[src/rtl/cpu_types_pkg.sv]
// Shared CPU pipeline types: writeback select, MEM-stage states, latched request payload.
package cpu_types_pkg;

  localparam int unsigned WORD_W = 32;
  localparam int unsigned REG_W  = 5;

  typedef enum logic [1:0] {
    WB_ALU  = 2'b00,
    WB_LOAD = 2'b01,
    WB_LUI  = 2'b10,
    WB_LINK = 2'b11
  } wbsel_t;

  typedef enum logic [1:0] {
    IDLE   = 2'b00,
    ACCESS = 2'b01,
    HALTED = 2'b10
  } memstate_t;

  // Everything the MEM stage must remember while a cache miss is outstanding
  typedef struct packed {
    logic              is_store;
    logic              regwr;
    logic [REG_W-1:0]  regdst;
    wbsel_t            memtoreg;
    logic [WORD_W-1:0] addr;
    logic [WORD_W-1:0] store;
    logic [WORD_W-1:0] lui;
    logic [WORD_W-1:0] pcp4;
  } mem_req_t;

  function automatic logic [WORD_W-1:0] wb_select(
    input wbsel_t            sel,
    input logic [WORD_W-1:0] alu,
    input logic [WORD_W-1:0] load,
    input logic [WORD_W-1:0] lui,
    input logic [WORD_W-1:0] link
  );
    unique case (sel)
      WB_ALU:  wb_select = alu;
      WB_LOAD: wb_select = load;
      WB_LUI:  wb_select = lui;
      default: wb_select = link;
    endcase
  endfunction

endpackage

[src/rtl/mem_access_if.sv]
// EX/MEM latch inputs, data-cache port and MEM/WB outputs of the memory-access stage.
interface mem_access_if #(parameter int unsigned CNT_W = 16);
  import cpu_types_pkg::*;

  logic              valid_in;
  logic              dREN_in;
  logic              dWEN_in;
  logic [WORD_W-1:0] addr_in;
  logic [WORD_W-1:0] dmemstore_in;
  logic              regWr_in;
  logic [REG_W-1:0]  RegDst_in;
  wbsel_t            MemToReg_in;
  logic [WORD_W-1:0] luiValue_in;
  logic [WORD_W-1:0] pcp4_in;
  logic              halt_in;
  logic              dhit;
  logic [WORD_W-1:0] dmemload;

  logic              dmemREN;
  logic              dmemWEN;
  logic [WORD_W-1:0] dmemaddr;
  logic [WORD_W-1:0] dmemstore;
  logic              mem_stall;
  logic              wb_valid;
  logic              wb_regWr;
  logic [REG_W-1:0]  wb_RegDst;
  logic [WORD_W-1:0] wb_data;
  logic              halted;
  logic [CNT_W-1:0]  wait_cnt;

  // Pipeline / cache side
  modport master (
    output valid_in, dREN_in, dWEN_in, addr_in, dmemstore_in, regWr_in, RegDst_in,
           MemToReg_in, luiValue_in, pcp4_in, halt_in, dhit, dmemload,
    input  dmemREN, dmemWEN, dmemaddr, dmemstore, mem_stall, wb_valid, wb_regWr,
           wb_RegDst, wb_data, halted, wait_cnt
  );

  // MEM stage side
  modport slave (
    input  valid_in, dREN_in, dWEN_in, addr_in, dmemstore_in, regWr_in, RegDst_in,
           MemToReg_in, luiValue_in, pcp4_in, halt_in, dhit, dmemload,
    output dmemREN, dmemWEN, dmemaddr, dmemstore, mem_stall, wb_valid, wb_regWr,
           wb_RegDst, wb_data, halted, wait_cnt
  );

endinterface

[src/rtl/mem_access.sv]
// MEM pipeline stage: issues data-cache requests, stalls the pipe on a miss and
// registers the MEM/WB writeback bundle. Cache request and stall are combinational.
module mem_access
  import cpu_types_pkg::*;
#(
  parameter int unsigned CNT_W = 16
) (
  input logic         CLK,
  input logic         nRST,
  mem_access_if.slave bus
);

  memstate_t         r_state;
  mem_req_t          r_req;
  logic              r_wb_valid;
  logic              r_wb_regWr;
  logic [REG_W-1:0]  r_wb_RegDst;
  logic [WORD_W-1:0] r_wb_data;
  logic              r_halted;
  logic [CNT_W-1:0]  r_wait_cnt;

  memstate_t         w_state_nxt;
  mem_req_t          w_req_nxt;
  mem_req_t          w_cur;
  mem_req_t          w_src;
  logic              w_mem_op;
  logic              w_done;
  logic              w_wait_inc;
  logic              w_wb_valid_nxt;
  logic              w_wb_regWr_nxt;
  logic [REG_W-1:0]  w_wb_RegDst_nxt;
  logic [WORD_W-1:0] w_wb_data_nxt;
  logic              w_halted_nxt;
  logic [CNT_W-1:0]  w_wait_nxt;
  logic              w_dmemREN;
  logic              w_dmemWEN;
  logic [WORD_W-1:0] w_dmemaddr;
  logic [WORD_W-1:0] w_dmemstore;
  logic              w_mem_stall;

  always_ff @(posedge CLK or negedge nRST) begin
    if (!nRST) begin
      r_state     <= IDLE;
      r_req       <= '0;
      r_wb_valid  <= 1'b0;
      r_wb_regWr  <= 1'b0;
      r_wb_RegDst <= '0;
      r_wb_data   <= '0;
      r_halted    <= 1'b0;
      r_wait_cnt  <= '0;
    end else begin
      r_state     <= w_state_nxt;
      r_req       <= w_req_nxt;
      r_wb_valid  <= w_wb_valid_nxt;
      r_wb_regWr  <= w_wb_regWr_nxt;
      r_wb_RegDst <= w_wb_RegDst_nxt;
      r_wb_data   <= w_wb_data_nxt;
      r_halted    <= w_halted_nxt;
      r_wait_cnt  <= w_wait_nxt;
    end
  end

  always_comb begin
    // A request with both dREN and dWEN set is a store
    w_cur.is_store = bus.dWEN_in;
    w_cur.regwr    = bus.regWr_in;
    w_cur.regdst   = bus.RegDst_in;
    w_cur.memtoreg = bus.MemToReg_in;
    w_cur.addr     = bus.addr_in;
    w_cur.store    = bus.dmemstore_in;
    w_cur.lui      = bus.luiValue_in;
    w_cur.pcp4     = bus.pcp4_in;
    w_mem_op       = bus.valid_in & (bus.dREN_in | bus.dWEN_in);

    w_state_nxt  = r_state;
    w_req_nxt    = r_req;
    w_src        = w_cur;
    w_done       = 1'b0;
    w_wait_inc   = 1'b0;
    w_halted_nxt = r_halted;
    w_dmemREN    = 1'b0;
    w_dmemWEN    = 1'b0;
    w_dmemaddr   = '0;
    w_dmemstore  = '0;
    w_mem_stall  = 1'b0;

    unique case (r_state)
      IDLE: begin
        if (bus.valid_in && bus.halt_in) begin
          w_state_nxt  = HALTED;
          w_halted_nxt = 1'b1;
        end else if (w_mem_op) begin
          w_dmemREN   = !w_cur.is_store;
          w_dmemWEN   = w_cur.is_store;
          w_dmemaddr  = w_cur.addr;
          w_dmemstore = w_cur.store;
          if (bus.dhit) begin
            w_done = 1'b1;
          end else begin
            w_mem_stall = 1'b1;
            w_wait_inc  = 1'b1;
            w_req_nxt   = w_cur;
            w_state_nxt = ACCESS;
          end
        end else if (bus.valid_in) begin
          w_done = 1'b1;
        end
      end
      ACCESS: begin
        // Upstream is frozen; only the latched copy is trusted
        w_src       = r_req;
        w_dmemREN   = !r_req.is_store;
        w_dmemWEN   = r_req.is_store;
        w_dmemaddr  = r_req.addr;
        w_dmemstore = r_req.store;
        w_mem_stall = !bus.dhit;
        if (bus.dhit) begin
          w_done      = 1'b1;
          w_state_nxt = IDLE;
        end else begin
          w_wait_inc = 1'b1;
        end
      end
      HALTED: begin
        w_mem_stall = 1'b1;
      end
      default: begin
        w_state_nxt = IDLE;
      end
    endcase

    w_wb_valid_nxt  = w_done;
    w_wb_regWr_nxt  = w_done & w_src.regwr & !w_src.is_store;
    w_wb_RegDst_nxt = w_done ? w_src.regdst : r_wb_RegDst;
    w_wb_data_nxt   = w_done ? wb_select(w_src.memtoreg, w_src.addr, bus.dmemload,
                                         w_src.lui, w_src.pcp4)
                             : r_wb_data;
    // Counts every cycle a request waits on the cache; sticks at all-ones
    w_wait_nxt = (w_wait_inc && (r_wait_cnt != '1)) ? r_wait_cnt + CNT_W'(1) : r_wait_cnt;

    if (!nRST) begin
      w_dmemREN   = 1'b0;
      w_dmemWEN   = 1'b0;
      w_dmemaddr  = '0;
      w_dmemstore = '0;
      w_mem_stall = 1'b0;
    end
  end

  assign bus.dmemREN   = w_dmemREN;
  assign bus.dmemWEN   = w_dmemWEN;
  assign bus.dmemaddr  = w_dmemaddr;
  assign bus.dmemstore = w_dmemstore;
  assign bus.mem_stall = w_mem_stall;
  assign bus.wb_valid  = r_wb_valid;
  assign bus.wb_regWr  = r_wb_regWr;
  assign bus.wb_RegDst = r_wb_RegDst;
  assign bus.wb_data   = r_wb_data;
  assign bus.halted    = r_halted;
  assign bus.wait_cnt  = r_wait_cnt;

endmodule

[src/flat_wrapper.sv]
// flat-port wrapper written by rule: the top's interface ports become plain ports
module mem_access_flat import cpu_types_pkg::*;
#(
  parameter int unsigned CNT_W = 16
)
  (CLK, nRST, bus_valid_in, bus_dREN_in, bus_dWEN_in, bus_addr_in, bus_dmemstore_in, bus_regWr_in, bus_RegDst_in, bus_MemToReg_in, bus_luiValue_in, bus_pcp4_in, bus_halt_in, bus_dhit, bus_dmemload, bus_dmemREN, bus_dmemWEN, bus_dmemaddr, bus_dmemstore, bus_mem_stall, bus_wb_valid, bus_wb_regWr, bus_wb_RegDst, bus_wb_data, bus_halted, bus_wait_cnt);
  mem_access_if #(.CNT_W(CNT_W)) bus_i ();
  input logic CLK;
  input logic nRST;
  input wire logic [$bits(bus_i.valid_in)-1:0] bus_valid_in;
  input wire logic [$bits(bus_i.dREN_in)-1:0] bus_dREN_in;
  input wire logic [$bits(bus_i.dWEN_in)-1:0] bus_dWEN_in;
  input wire logic [$bits(bus_i.addr_in)-1:0] bus_addr_in;
  input wire logic [$bits(bus_i.dmemstore_in)-1:0] bus_dmemstore_in;
  input wire logic [$bits(bus_i.regWr_in)-1:0] bus_regWr_in;
  input wire logic [$bits(bus_i.RegDst_in)-1:0] bus_RegDst_in;
  input wire logic [$bits(bus_i.MemToReg_in)-1:0] bus_MemToReg_in;
  input wire logic [$bits(bus_i.luiValue_in)-1:0] bus_luiValue_in;
  input wire logic [$bits(bus_i.pcp4_in)-1:0] bus_pcp4_in;
  input wire logic [$bits(bus_i.halt_in)-1:0] bus_halt_in;
  input wire logic [$bits(bus_i.dhit)-1:0] bus_dhit;
  input wire logic [$bits(bus_i.dmemload)-1:0] bus_dmemload;
  output wire logic [$bits(bus_i.dmemREN)-1:0] bus_dmemREN;
  output wire logic [$bits(bus_i.dmemWEN)-1:0] bus_dmemWEN;
  output wire logic [$bits(bus_i.dmemaddr)-1:0] bus_dmemaddr;
  output wire logic [$bits(bus_i.dmemstore)-1:0] bus_dmemstore;
  output wire logic [$bits(bus_i.mem_stall)-1:0] bus_mem_stall;
  output wire logic [$bits(bus_i.wb_valid)-1:0] bus_wb_valid;
  output wire logic [$bits(bus_i.wb_regWr)-1:0] bus_wb_regWr;
  output wire logic [$bits(bus_i.wb_RegDst)-1:0] bus_wb_RegDst;
  output wire logic [$bits(bus_i.wb_data)-1:0] bus_wb_data;
  output wire logic [$bits(bus_i.halted)-1:0] bus_halted;
  output wire logic [$bits(bus_i.wait_cnt)-1:0] bus_wait_cnt;
  assign bus_i.valid_in = bus_valid_in;
  assign bus_i.dREN_in = bus_dREN_in;
  assign bus_i.dWEN_in = bus_dWEN_in;
  assign bus_i.addr_in = bus_addr_in;
  assign bus_i.dmemstore_in = bus_dmemstore_in;
  assign bus_i.regWr_in = bus_regWr_in;
  assign bus_i.RegDst_in = bus_RegDst_in;
  assign bus_i.MemToReg_in = bus_MemToReg_in;
  assign bus_i.luiValue_in = bus_luiValue_in;
  assign bus_i.pcp4_in = bus_pcp4_in;
  assign bus_i.halt_in = bus_halt_in;
  assign bus_i.dhit = bus_dhit;
  assign bus_i.dmemload = bus_dmemload;
  assign bus_dmemREN = bus_i.dmemREN;
  assign bus_dmemWEN = bus_i.dmemWEN;
  assign bus_dmemaddr = bus_i.dmemaddr;
  assign bus_dmemstore = bus_i.dmemstore;
  assign bus_mem_stall = bus_i.mem_stall;
  assign bus_wb_valid = bus_i.wb_valid;
  assign bus_wb_regWr = bus_i.wb_regWr;
  assign bus_wb_RegDst = bus_i.wb_RegDst;
  assign bus_wb_data = bus_i.wb_data;
  assign bus_halted = bus_i.halted;
  assign bus_wait_cnt = bus_i.wait_cnt;
  mem_access #(.CNT_W(CNT_W)) u_core (.CLK(CLK), .nRST(nRST), .bus(bus_i));
endmodule
[config.mk]
export PLATFORM = sky130hd
export DESIGN_NAME = mem_access_flat
export DESIGN_NICKNAME = d
export VERILOG_FILES = /design/src/rtl/cpu_types_pkg.sv /design/src/rtl/mem_access_if.sv /design/src/rtl/mem_access.sv /design/src/flat_wrapper.sv
export SDC_FILE = /design/constraint.sdc
export NUM_CORES = 1
export LEC_CHECK = 0
export ABC_AREA = 1
export CAP_MARGIN = 20
export CORE_ASPECT_RATIO = 0.8
export CORE_MARGIN = 4
export CORE_UTILIZATION = 30
export CTS_BUF_LIST = sky130_fd_sc_hd__clkbuf_8
export CTS_CLUSTER_SIZE = 40
export DETAILED_ROUTE_END_ITERATION = 7
export GPL_TIMING_DRIVEN = 0
export HOLD_SLACK_MARGIN = 0.06
export REMOVE_ABC_BUFFERS = 1
export SYNTH_ARGS = -nofsm -noshare
export SYNTH_HDL_FRONTEND = slang
export SYNTH_SLANG_ARGS = --single-unit
[constraint.sdc]
create_clock -name CLK -period 2.2 [get_ports CLK]
set_clock_uncertainty 0.15 [all_clocks]
set_input_delay 0.44 -clock CLK [delete_from_list [all_inputs] [get_ports CLK]]
set_output_delay 0.44 -clock CLK [all_outputs]
set_load 0.005 [all_outputs]
# == Yosys cells after proc, flatten, opt, wreduce, memory -nomap -nowiden ==
# Index checks and enable logic that the tools add are counted.
# word_totals
out_inout_bits,123
input_bits,175
wordCells,76
regBits,195
# op_classes
n_reduce_logical,11
n_eq_ne,8
muxes,34
n_addsub,1
bitwise_logic,7
# ops
op,n
32-bit 2-to-1 mux,6
137-bit 2-to-1 mux,1
32-bit one-hot mux with 2 select lines,2
32-bit one-hot mux with 3 select lines,1
"16-bit by 1-bit adder with 16-bit output, second input constant",1
"16-bit inequality test, second input constant",1
1-bit 2-to-1 mux,14
2-bit 2-to-1 mux,4
1-bit one-hot mux with 2 select lines,4
4-bit AND reduction,2
2-bit one-hot mux with 3 select lines,1
"2-bit by 1-bit == test with 1-bit output, second input constant",2
"2-bit == test, second input constant",2
1-bit logical NOT,4
2-bit logical NOT,2
1-bit AND,3
"3-bit by 1-bit inequality test with 1-bit output, second input constant",1
"3-bit by 2-bit inequality test with 1-bit output, second input constant",1
1-bit NOT,3
1-bit one-hot mux with 3 select lines,1
1-bit logical AND,2
"2-bit inequality test, second input constant",1
2-bit AND reduction,1
1-bit bitwise OR,1

# == Logic depth before layout (Yosys ltp) ==
# Gate-level depths: netlist of run 1.
# logic_depth
ltp_word,7
ltp_mapped,11
depth_no_buf,10

# == Worst setup path before layout of run 1 ==
# OpenSTA, ideal clock, no wires.
# synth_timing
path_type,reg2out
startpoint,register u_core.r_state[0]
endpoint,output port bus_dmemaddr[10]
t_arrival_ns,1.391
path_buffers,2
t_required_ns,1.610
stages_incl_launch_ff,8
slack_ns,0.219
cell_sequence,dfrtp_1 > nor2_2 > nand3_1 > nor2_1 > buf_2 > buf_2 > nand2_1 > a21oi_1
# synth_via
elab_chain_len,3
elab_cells_between_ends,4
classes_between,1 x eq/ne; 2 x mux; 1 x reduce/logical
# synth_rtl
element,line,rtl
"start, declared",mem_access.sv:13,memstate_t r_state;
"start signal, assigned",mem_access.sv:52,r_state <= w_state_nxt;
2-bit by 1-bit == test with 1-bit output or 2-bit logical NOT (tied branches),mem_access.sv:87,unique case (r_state)
32-bit one-hot mux with 2 select lines (*),mem_access.sv:87,
32-bit 2-to-1 mux (*),mem_access.sv:141,if (!nRST) begin
"end, declared",flat_wrapper.sv:25,output wire logic [$bits(bus_i.dmemaddr)-1:0] bus_dmemaddr;
# Every way passes the cells marked *; elsewhere a longest branch is shown, timed or not.

# == Worst setup path after layout of run 1 ==
# layout_timing
startpoint,register u_core.r_state[0]
endpoint,output port bus_dmemaddr[23]
# The elaborated chain is that of the path after synthesis.

==> results.tsv, run 1 <==
metric	value	unit
drt drc	0	
largest cells by area after synthesis	dfrtp_1 46%, nand2_1 24%, nand3_1 7.4%	
crit end category	primary output	
failing checks	negative hold slack, negative setup slack	
post-synth top area share	0.4554	
slowest CP cell	dfrtp_4	
Worst Setup SP	u_core.r_state[0]$_DFFE_PN0P_	
Final Hold Fails	91	
cell accounting for the most synthesized area	dfrtp_1	
H-tree Lvls	4	
pwr dens	653.5	nW/um2
sequential-to-total area share from yosys stat	0.4554	
Pleak	7.763	nW
Clk pwr share	0.237	
Max Root-Sink Buffers	2	
critical path, cell by cell	nor2_4, nand3_4, nor2_4, buf_8, buf_12, buf_8, nand2_2, a21oi_1, buf_2	
Final period util	1.264	
total CTS buffers	17	
multi-input logic area	5802	um2
CP bufs+invs	4	
die extent in y	177.0	um
Core Box Area	35030	um2
first-pass GRT wire length	72890	um
overflow left after global routing	0	
row count	61	
commonest non-fill, non-tap cell in the layout	nand2_1	
Total GRT Usage	0.2503	
Placer Congestion	0.7943	
wire length per cell	21.39	um
final WL	50940	um
Buffers on Ports	297	
Synth Register Bits	195	
RSZ-0062 raised after global routing	true	
sequential power share	0.500	
CTS Sinks	195	
Avg Synthesized Cell Area	6.860	um2
Synth Cell Area	10720	um2
vias in the first global route	11780	
drt initial violations	1386	
post-DP HPWL	25570	um
data required time of the worst path	1.61	ns
commonest cells after routing, fill and taps aside	623 x nand2_1, 228 x clkdlybuf4s50_1, 189 x dfrtp_1	
crit path launch type	flop	
I/O pin total	298	
Crit Path Class	reg2out	
Worst-path clk slew	0.11	ns
Worst VDD drop	0.4259	mV
number of vias per cell	5.119	
post-route ant nets	0	
status	finished, violations left	
Worst R2R Start	u_core.r_state[0]$_DFFE_PN0P_	
crit path max fanout	5	
Int Power	0.007373	W
Synth Instances	1562	
Starting Density	0.3059	
total power	0.01075	W
crit path DAT	2.19	ns
synth-to-layout area growth	53.47	%
Yosys Warn Count	0	
Final Worst Setup Slack	-0.5805	ns
FF/Latch Area	4892	um2
Yosys cell types	27	
CTS root buf	clkbuf_8	
Finished Layout Cells	2381	
max-slew violation count	0	
CTS tree	built	
Switching Share	0.3139	
Inst Count DP	2241	
worst slew pin tran	0.7775	ns
Fillers	3450	
first drt pass iteration count	5	
fin crit period	2.780	ns
family with the most delay on the worst path	buffers and inverters	
hold crit path type	in2async	
Slew headroom	0.4817	
NumNets Final	2071	
Logic pwr share	0.264	
Max Cap Violations	0	
Die Wd	219.3	um
final setup violation count	122	
largest net degree at the start of global routing	105	
die area	38820	um2
final hold slack	-0.3012	ns
ratio of cells with drive above 1 in the final layout	0.1866	
later-pin clock latency in the skew report	0.49	ns
initial antenna violation count	5	
Fmax	359.6	MHz
Worst path max stage delay	0.53	ns
via count	12190	
NetSw	0.003373	W
[state kept, by name, indices dropped and copies added, names as in the netlist]
name,count
u_core.r_req,137
u_core.bus.wb_data,32
u_core.bus.wait_cnt,16
u_core.bus.wb_RegDst,5
u_core.r_state,2
u_core.bus.halted,1
u_core.bus.wb_regWr,1
u_core.bus.wb_valid,1
[per-stage QoR]
stage | area (um2) | util | hold WS (ns) | setup TNS [ns] | setup slack [ns]
3_3_place_gp | 13800 | 0.3938 | 0.3039 | -3703.01 | -14.46
2_1_floorplan | 10230 | - | -0.005591 | -514.62 | -3.003
3_5_place_dp | 14220 | 0.4061 | 0.3082 | -271.09 | -1.696
5_1_grt | 16440 | 0.4693 | -0.2961 | -56.07 | -0.6968
4_1_cts | 16010 | 0.4571 | -0.2855 | -41.42 | -0.6946
6_report | 16440 | 0.4694 | -0.3012 | -44.19 | -0.5805
[final cells by class]
cell class,instances,share of cell area
antenna,1,0.0001522
clock buffer,17,0.01423
clock inverter,15,0.009967
inverter,61,0.01552
multi-input combinational,1208,0.3528
sequential,195,0.2975
tap,472,0.03591
timing repair buffer,411,0.2734
timing repair inverter,1,0.0005326
[path summary, 6_finish.rpt]
check | to | cells after the start | slack [ns]
worst max register to register | u_core.bus.wb_data[14]$_DFFE_PN0P_ | 16 | -0.25
max in group asynchronous | u_core.r_state[1]$_DFFE_PN0P_ | 2 | 1.13
worst min register to register | u_core.r_req[48]$_DFFE_PN0P_ | 2 | 0.34
min in group CLK | u_core.r_req[81]$_DFFE_PN0P_ | 2 | 0.23
worst min-delay path | u_core.r_req[93]$_DFFE_PN0P_ | 1 | -0.30
worst max-delay path | bus_dmemaddr[23] | 9 | -0.58
[cells in the mapped netlist]
cell      number
nand2_1      683
dfrtp_1      195
nand3_1      158
o21ai_0      101
nor2_1        92
o21ai_1       73
a21oi_1       67
inv_1         58
buf_2         46
clkbuf_1      40
buf_1         13
buf_4          7
xnor2_1        7
inv_2          3
xor2_1         3
nand2_2        2
nand4_1        2
nor2_2         2
nor2_4         2
a22oi_1        1
a31o_2         1
a31oi_1        1
ha_1           1
nand3_2        1
nand3b_1       1
nor3_2         1
o21ai_2        1
[layer usage]
| metal | global-route usage | part of all wire | up-vias |
|---|---|---|---|
| met5 | 0 | 0.0013 | - |
| met1 | 0.3507 | 0.46 | 5937 |
| met3 | 0.07585 | 0.083 | 58 |
| li1 | - | - | 5684 |
| met2 | 0.3787 | 0.44 | 499 |
| met4 | 0.06265 | 0.016 | 10 |
[cell families (layout without fill, tap and decap cells)]
| logic type | count (synthesis) | in the layout | synth area share |
|---|---|---|---|
| AOI/OAI and AO/OA | 245 | 245 | 0.1155 |
| adders and majority gates | 1 | 1 | 0.001167 |
| buffers and inverters | 167 | 505 | 0.06632 |
| other | 0 | 1 | 0 |
| DFF | 195 | 195 | 0.4554 |
| and+or+nand+nor | 944 | 952 | 0.3535 |
| xor gates and xnor gates | 10 | 10 | 0.008174 |
[power groups by stage]
stage,registers [W],clock network [W],logic (W)
after global routing,0.00550,0.00277,0.00318
final,0.00537,0.00254,0.00284
after detailed placement,0.00539,0,0.00264
after global placement,0.00537,0,0.00253
after CTS,0.00534,0.00263,0.00281
after floorplan,0.00530,0,0.00111
[repair_timing]
item | 4_1_cts | 5_1_grt
hold endpoints to repair | 91 | 91
gates cloned | 21 | 7
endpoints found under the setup margin | 260 | 152
buffers inserted | 69 | 12
pin swaps | 31 | 24
gates resized for setup | 397 | 79
Power figures use the tool's default switching activity.
==> run 2: changes to the inputs <==
--- a/config.mk
+++ b/config.mk
@@ -15,7 +15,6 @@
 export DETAILED_ROUTE_END_ITERATION = 7
 export GPL_TIMING_DRIVEN = 0
 export HOLD_SLACK_MARGIN = 0.06
-export REMOVE_ABC_BUFFERS = 1
 export SYNTH_ARGS = -nofsm -noshare
 export SYNTH_HDL_FRONTEND = slang
 export SYNTH_SLANG_ARGS = --single-unit
==> run 2 against run 1 <==
  * The flow finishes with violations (negative setup slack)
  * Sequential power about the same
  * Final area down 0.49%
  * Utilization decreased by 0.23 points
  * Combinational power barely moved
  * Final cell count rose by 2.9%
  * Largest power group unchanged
==> results.tsv, run 2 (same netlist as run 1, synthesis figures left out) <==
metric	value	unit
Critical Path Sink	bus_dmemaddr[4]	
failing checks	negative setup slack	
commonest cells after routing, fill and taps aside	617 x nand2_1, 227 x clkdlybuf4s50_1, 190 x dfrtp_1	
RSZ-0062 raised after global routing	true	
most frequent CP cell	nor2_4	
via count	12450	
R2R Setup Slk	0.02	ns
crit path DAT	2.14	ns
commonest non-fill, non-tap cell in the layout	nand2_1	
Fmax	366.5	MHz
hold crit path type	in2reg	
CTS Sinks	195	
final WL	49540	um
first drt pass iteration count	5	
Slew headroom	0.2829	
Worst Setup SP	u_core.r_state[0]$_DFFE_PN0P_	
Biggest register	u_core.r_req	
CTS tree	built	
Worst R2R Start	u_core.r_state[1]$_DFFE_PN0P_	
fin crit period	2.729	ns
Final Hold Fails	0	
Worst VDD drop	0.4788	mV
row count	61	
I/O pin total	298	
NumNets Final	2132	
first-pass GRT wire length	73050	um
Max Root-Sink Buffers	2	
Final Worst Setup Slack	-0.5288	ns
overflow left after global routing	0	
drt initial violations	1020	
Worst-path clk slew	0.11	ns
Crit Path Class	reg2out	
crit end category	primary output	
total power	0.01076	W
ratio of cells with drive above 1 in the final layout	0.2108	
Final period util	1.240	
family with the most delay on the worst path	buffers and inverters	
Core Box Area	35030	um2
worst slew pin tran	1.076	ns
Total GRT Usage	0.2488	
post-route ant nets	0	
die area	38820	um2
CTS root buf	clkbuf_8	
total CTS buffers	17	
H-tree Lvls	4	
synth-to-layout area growth	52.71	%
crit path max fanout	5	
drt drc	0	
CP bufs+invs	4	
Syn Nets	1738	
Starting Density	0.3059	
vias in the first global route	11850	
wire length per cell	20.23	um
status	finished, violations left	
slowest CP cell	dfrtp_2	
max-slew violation count	0	
crit path launch type	flop	
final setup violation count	67	
critical path, cell by cell	nor2_4, nand3_4, nor2_4, buf_8, buf_6, buf_16, nand2_4, a21oi_4, buf_2	
Max Cap Violations	0	
post-DP HPWL	35260	um
largest net degree at the start of global routing	57	
Buffers on Ports	297	
data required time of the worst path	1.61	ns
Inst Count DP	2332	
Placer Congestion	0.8772	
Pleak	8.044	nW
pwr dens	657.6	nW/um2
Finished Layout Cells	2449	
R2R cell count	11	
Crit path depth	9	
die extent in y	177.0	um
initial antenna violation count	14	
worst r2r dst	u_core.bus.wb_data[20]$_DFFE_PN0P_	
Die Wd	219.3	um
later-pin clock latency in the skew report	0.51	ns
final hold slack	0.3362	ns
number of vias per cell	5.085	
max reg flops	137	
Worst path max stage delay	0.45	ns
-- run 2: cell count changes in the layout (fill, tap and decap cells not counted), moves of 21 or more --
cell,delta
a21oi_1,-36
a21oi_2,+25
buf_2,+31
clkbuf_1,+23
nand2_4,+27
nor2_1,+23
nor2_2,-21
-- run 2: what timing repair did --
action / in CTS / in global routing
buffers inserted: 43 / 20
hold buffers: 5 / 0
endpoints found under the hold margin: 103 / 0
resized for setup: 494 / 132
endpoints found under the setup margin: 131 / 130
cloned: 11 / 0
pin swaps: 43 / 53
-- run 2: cell type report --
| cell class | instances | area (um2) |
|---|---|---|
| Buffer | 105 | 734.5 |
| Multi-Input combinational cell | 1200 | 5947 |
| Clock inverter | 14 | 152.6 |
| Fill cell | 3439 | 18670 |
| Sequential cell | 195 | 4886 |
| Clock buffer | 18 | 247.7 |
| Antenna cell | 8 | 20.02 |
| Timing Repair Buffer | 376 | 3553 |
| Inverter | 61 | 231.5 |
| Tap cell | 472 | 590.6 |
-- run 2: per-stage QoR --
step	setup WS, ns	TNS, ns	util	cell area (um2)
finish	-0.5288	-29.24	0.4671	16360
global route	-0.5949	-35.67	0.4671	16360
CTS	-0.5297	-31.36	0.4506	15790
detailed placement	-1.853	-184.15	0.4085	14310
global placement	-9.834	-2343.47	0.4076	14280
floorplan	0.2192	0	-	10720
-- run 2: routing by layer --
layer | vias up | wire [um] | track usage | share of wire
met5 | - | 63 | 0 | 0.0013
met4 | 10 | 927 | 0.06633 | 0.019
met3 | 64 | 5057 | 0.08014 | 0.10
met2 | 546 | 22210 | 0.3761 | 0.45
met1 | 6024 | 21280 | 0.3442 | 0.43
li1 | 5808 | - | - | -
-- run 2: worst min-delay path: stages --
cell and delay [ns]:
dlygate4sd2_1 0.28, inv_1 0.13, o21ai_0 0.10
-- run 2: power by group --
group          switching, W  internal [W]
registers          0.000690       0.00470
clock network       0.00147       0.00106
logic               0.00132       0.00152
-- run 2: worst min path at each step --
stage	startpoint	to	slack (ns)	cells past startpoint
floorplan	nRST	u_core.bus.halted$_DFFE_PN0P_	-0.006	0
global placement	u_core.bus.halted$_DFFE_PN0P_	u_core.bus.halted$_DFFE_PN0P_	0.30	1
detailed placement	u_core.bus.halted$_DFFE_PN0P_	u_core.bus.halted$_DFFE_PN0P_	0.31	1
CTS	bus_dWEN_in	u_core.r_req[136]$_DFFE_PN0P_	0.29	3
global route	bus_luiValue_in[3]	u_core.r_req[35]$_DFFE_PN0P_	0.32	3
finish	bus_dWEN_in	u_core.r_req[136]$_DFFE_PN0P_	0.34	3
==> variant: new RTL, config.mk and constraints of run 2 <==
Take the reset off `r_wb_data` and load it in a clocked block of its own.
--- a/src/rtl/mem_access.sv
+++ b/src/rtl/mem_access.sv
@@ -47,3 +47,2 @@
       r_wb_RegDst <= '0;
-      r_wb_data   <= '0;
       r_halted    <= 1'b0;
@@ -56,3 +55,2 @@
       r_wb_RegDst <= w_wb_RegDst_nxt;
-      r_wb_data   <= w_wb_data_nxt;
       r_halted    <= w_halted_nxt;
@@ -60,2 +58,6 @@
     end
+  end
+
+  always_ff @(posedge CLK) begin
+    r_wb_data <= w_wb_data_nxt;
   end
Behaviour: not the same (a bounded check fails within 4 cycles, from zero or initial values and one cycle with nRST low).
==> variant against run 2 <==
  * The flow still finishes with violations (negative setup slack)
  * Sequential cell count did not move
  * Combinational power fell by 16%
  * Wire length fell by 7.6%
  * Global-route usage fell by 1.2 points
  * Die area fell by 3.8%
  * Total power fell by 8.8%
  * Via count fell by 8.0%
  * Maximum frequency rose by 0.31%
  * Critical path depth did not move
  * Utilization rose by 0.20 points
  * Register-to-register slack improved by 0.04 ns
  * Final area fell by 3.4%
  * Synthesized area fell by 4.0%
  * Setup slack improved by 0.0085 ns
  * Critical path type unchanged
  * Highest routed layer unchanged
==> variant: results (changes against run 2) <==
The flow ran to the end, but the final reports show violations. The share of post-route cells with drive strength above 1 is 0.223 (+0.0126), and the area share of fa/ha/maj cells after synthesis is 0.00122 (+0.0000487). The run gives 0.000393 V (-18%) as the peak supply drop.

The total routing resource utilization after global routing is 0.237 (-0.0122). The checks that failed: negative setup slack. In the synthesized netlist, the cells that appear most often are 736 x sky130_fd_sc_hd__nand2_1, 163 x sky130_fd_sc_hd__dfrtp_1, 86 x sky130_fd_sc_hd__nand3_1, 73 x sky130_fd_sc_hd__o21ai_1, 72 x sky130_fd_sc_hd__a21oi_1. The detailed-route vias per instance was 5.07 (-0.22%); the initial antenna violation count was 10 (-4). The number of placed instances, taps included is 2153 (-7.7%), and the global routing usage on met1 is 0.322 (-0.0218). The setup slack on the worst flop-to-flop path is 0.06 ns (+0.04 ns). The logs give 1050 (+2.9%) for the DRC marker count from the first detailed-route iteration and 1985 (-6.9%) for the final-stage net count. The run gives 67 (unchanged) as the final setup violation count. The worst hold-check path type is register to register.

The number of iterations in the first detailed-routing pass was 6 (+1); the proportion of synthesized flip-flops having asynchronous set or reset was 0.836 (-0.164). The post-route worst setup slack is -0.520 ns (+0.00848 ns), and the number of gates given a new drive strength after cts is 447 (-9.5%). The tools report the met3 usage as 0.0638 (-0.0164). The final total negative setup slack is -29.70 ns (-0.466 ns).

For the part of the Yosys area used for sequential elements, the log shows 0.490 (+0.0346). The logs give 3382 (-1.7%) for the filler cell count and 11200 (-5.3%) for the via count of the first global-routing pass. Detailed-route wire length per cell: 20.3 um (+0.14%). The synthesized instance count is 1421 (-9.0%), and the global-route met2 utilization is 0.364 (-0.0119). The total setup buffers inserted after CTS was 40 (-7.0%); the signed area change from the synthesized netlist to the final layout was 53.7%. The xor/xnor share of the synthesized area is 0.00596 (-0.00221), and the sum of net half-perimeters after detailed placement is 32600 um (-7.6%). The worst slew slack as a fraction of its limit was 0.354 (+0.0711). Post-cts hold buffer count: 7 (+2).
[variant: changes by cell type in the layout (fill, tap and decap cells not counted), sizes merged, moves of 3 or more]
cell,run 2,this run
o21ai,175,113
diode,8,3
dfrtp,195,163
buf,193,187
nand2,685,738
nand3,159,86
xnor2,7,4
a21oi,67,72
nor2,96,33
clkbuf,70,55
nand4,2,36
edfxtp,0,32
inv,67,50
[variant: power breakdown]
group | internal [mW] | leakage (nW) | switching [mW]
Sequential | 4.51 | 2.35 | 0.499
Clock | 0.939 | 0.182 | 1.48
Combinational | 1.17 | 4.88 | 1.22
[variant: routing by layer]
layer	up-vias	wire length, um
li1	5347	-
met1	5459	19600
met2	539	20500
met3	102	4050
met4	14	1550
met5	-	84
[variant: layout make-up]
cell class	instances	area, um^2	area share
multi-input cells	1090	5280	0.334
repair buffers	371	3580	0.226
clock buffers	18	248	0.0157
diodes	3	7.51	0.000475
plain buffers	90	810	0.0512
flip-flops and latches	195	5040	0.319
clock inverters	14	126	0.00799
inverters	44	173	0.0109
well taps	434	543	0.0343
[variant: worst paths after layout]
kind,start,end,cells past startpoint
setup reg to reg,u_core.r_state[1],u_core.bus.wb_data[27],11
hold / removal,u_core.r_req[42],u_core.r_req[42],2
hold reg to reg,u_core.r_req[42],u_core.r_req[42],2
min in group asynchronous,nRST,u_core.r_req[35],3
setup / recovery,u_core.r_state[0],bus_dmemaddr[28],9
max in group asynchronous,nRST,u_core.r_req[101],4
[variant: critical path, delay by kind of cell (launching register included)]
family,cells,cell delay [ns]
flip-flops,1,0.46
AO/OA/AOI/OAI,1,0.15
AND/OR/NAND/NOR,4,0.44
buffers and inverters,4,0.59
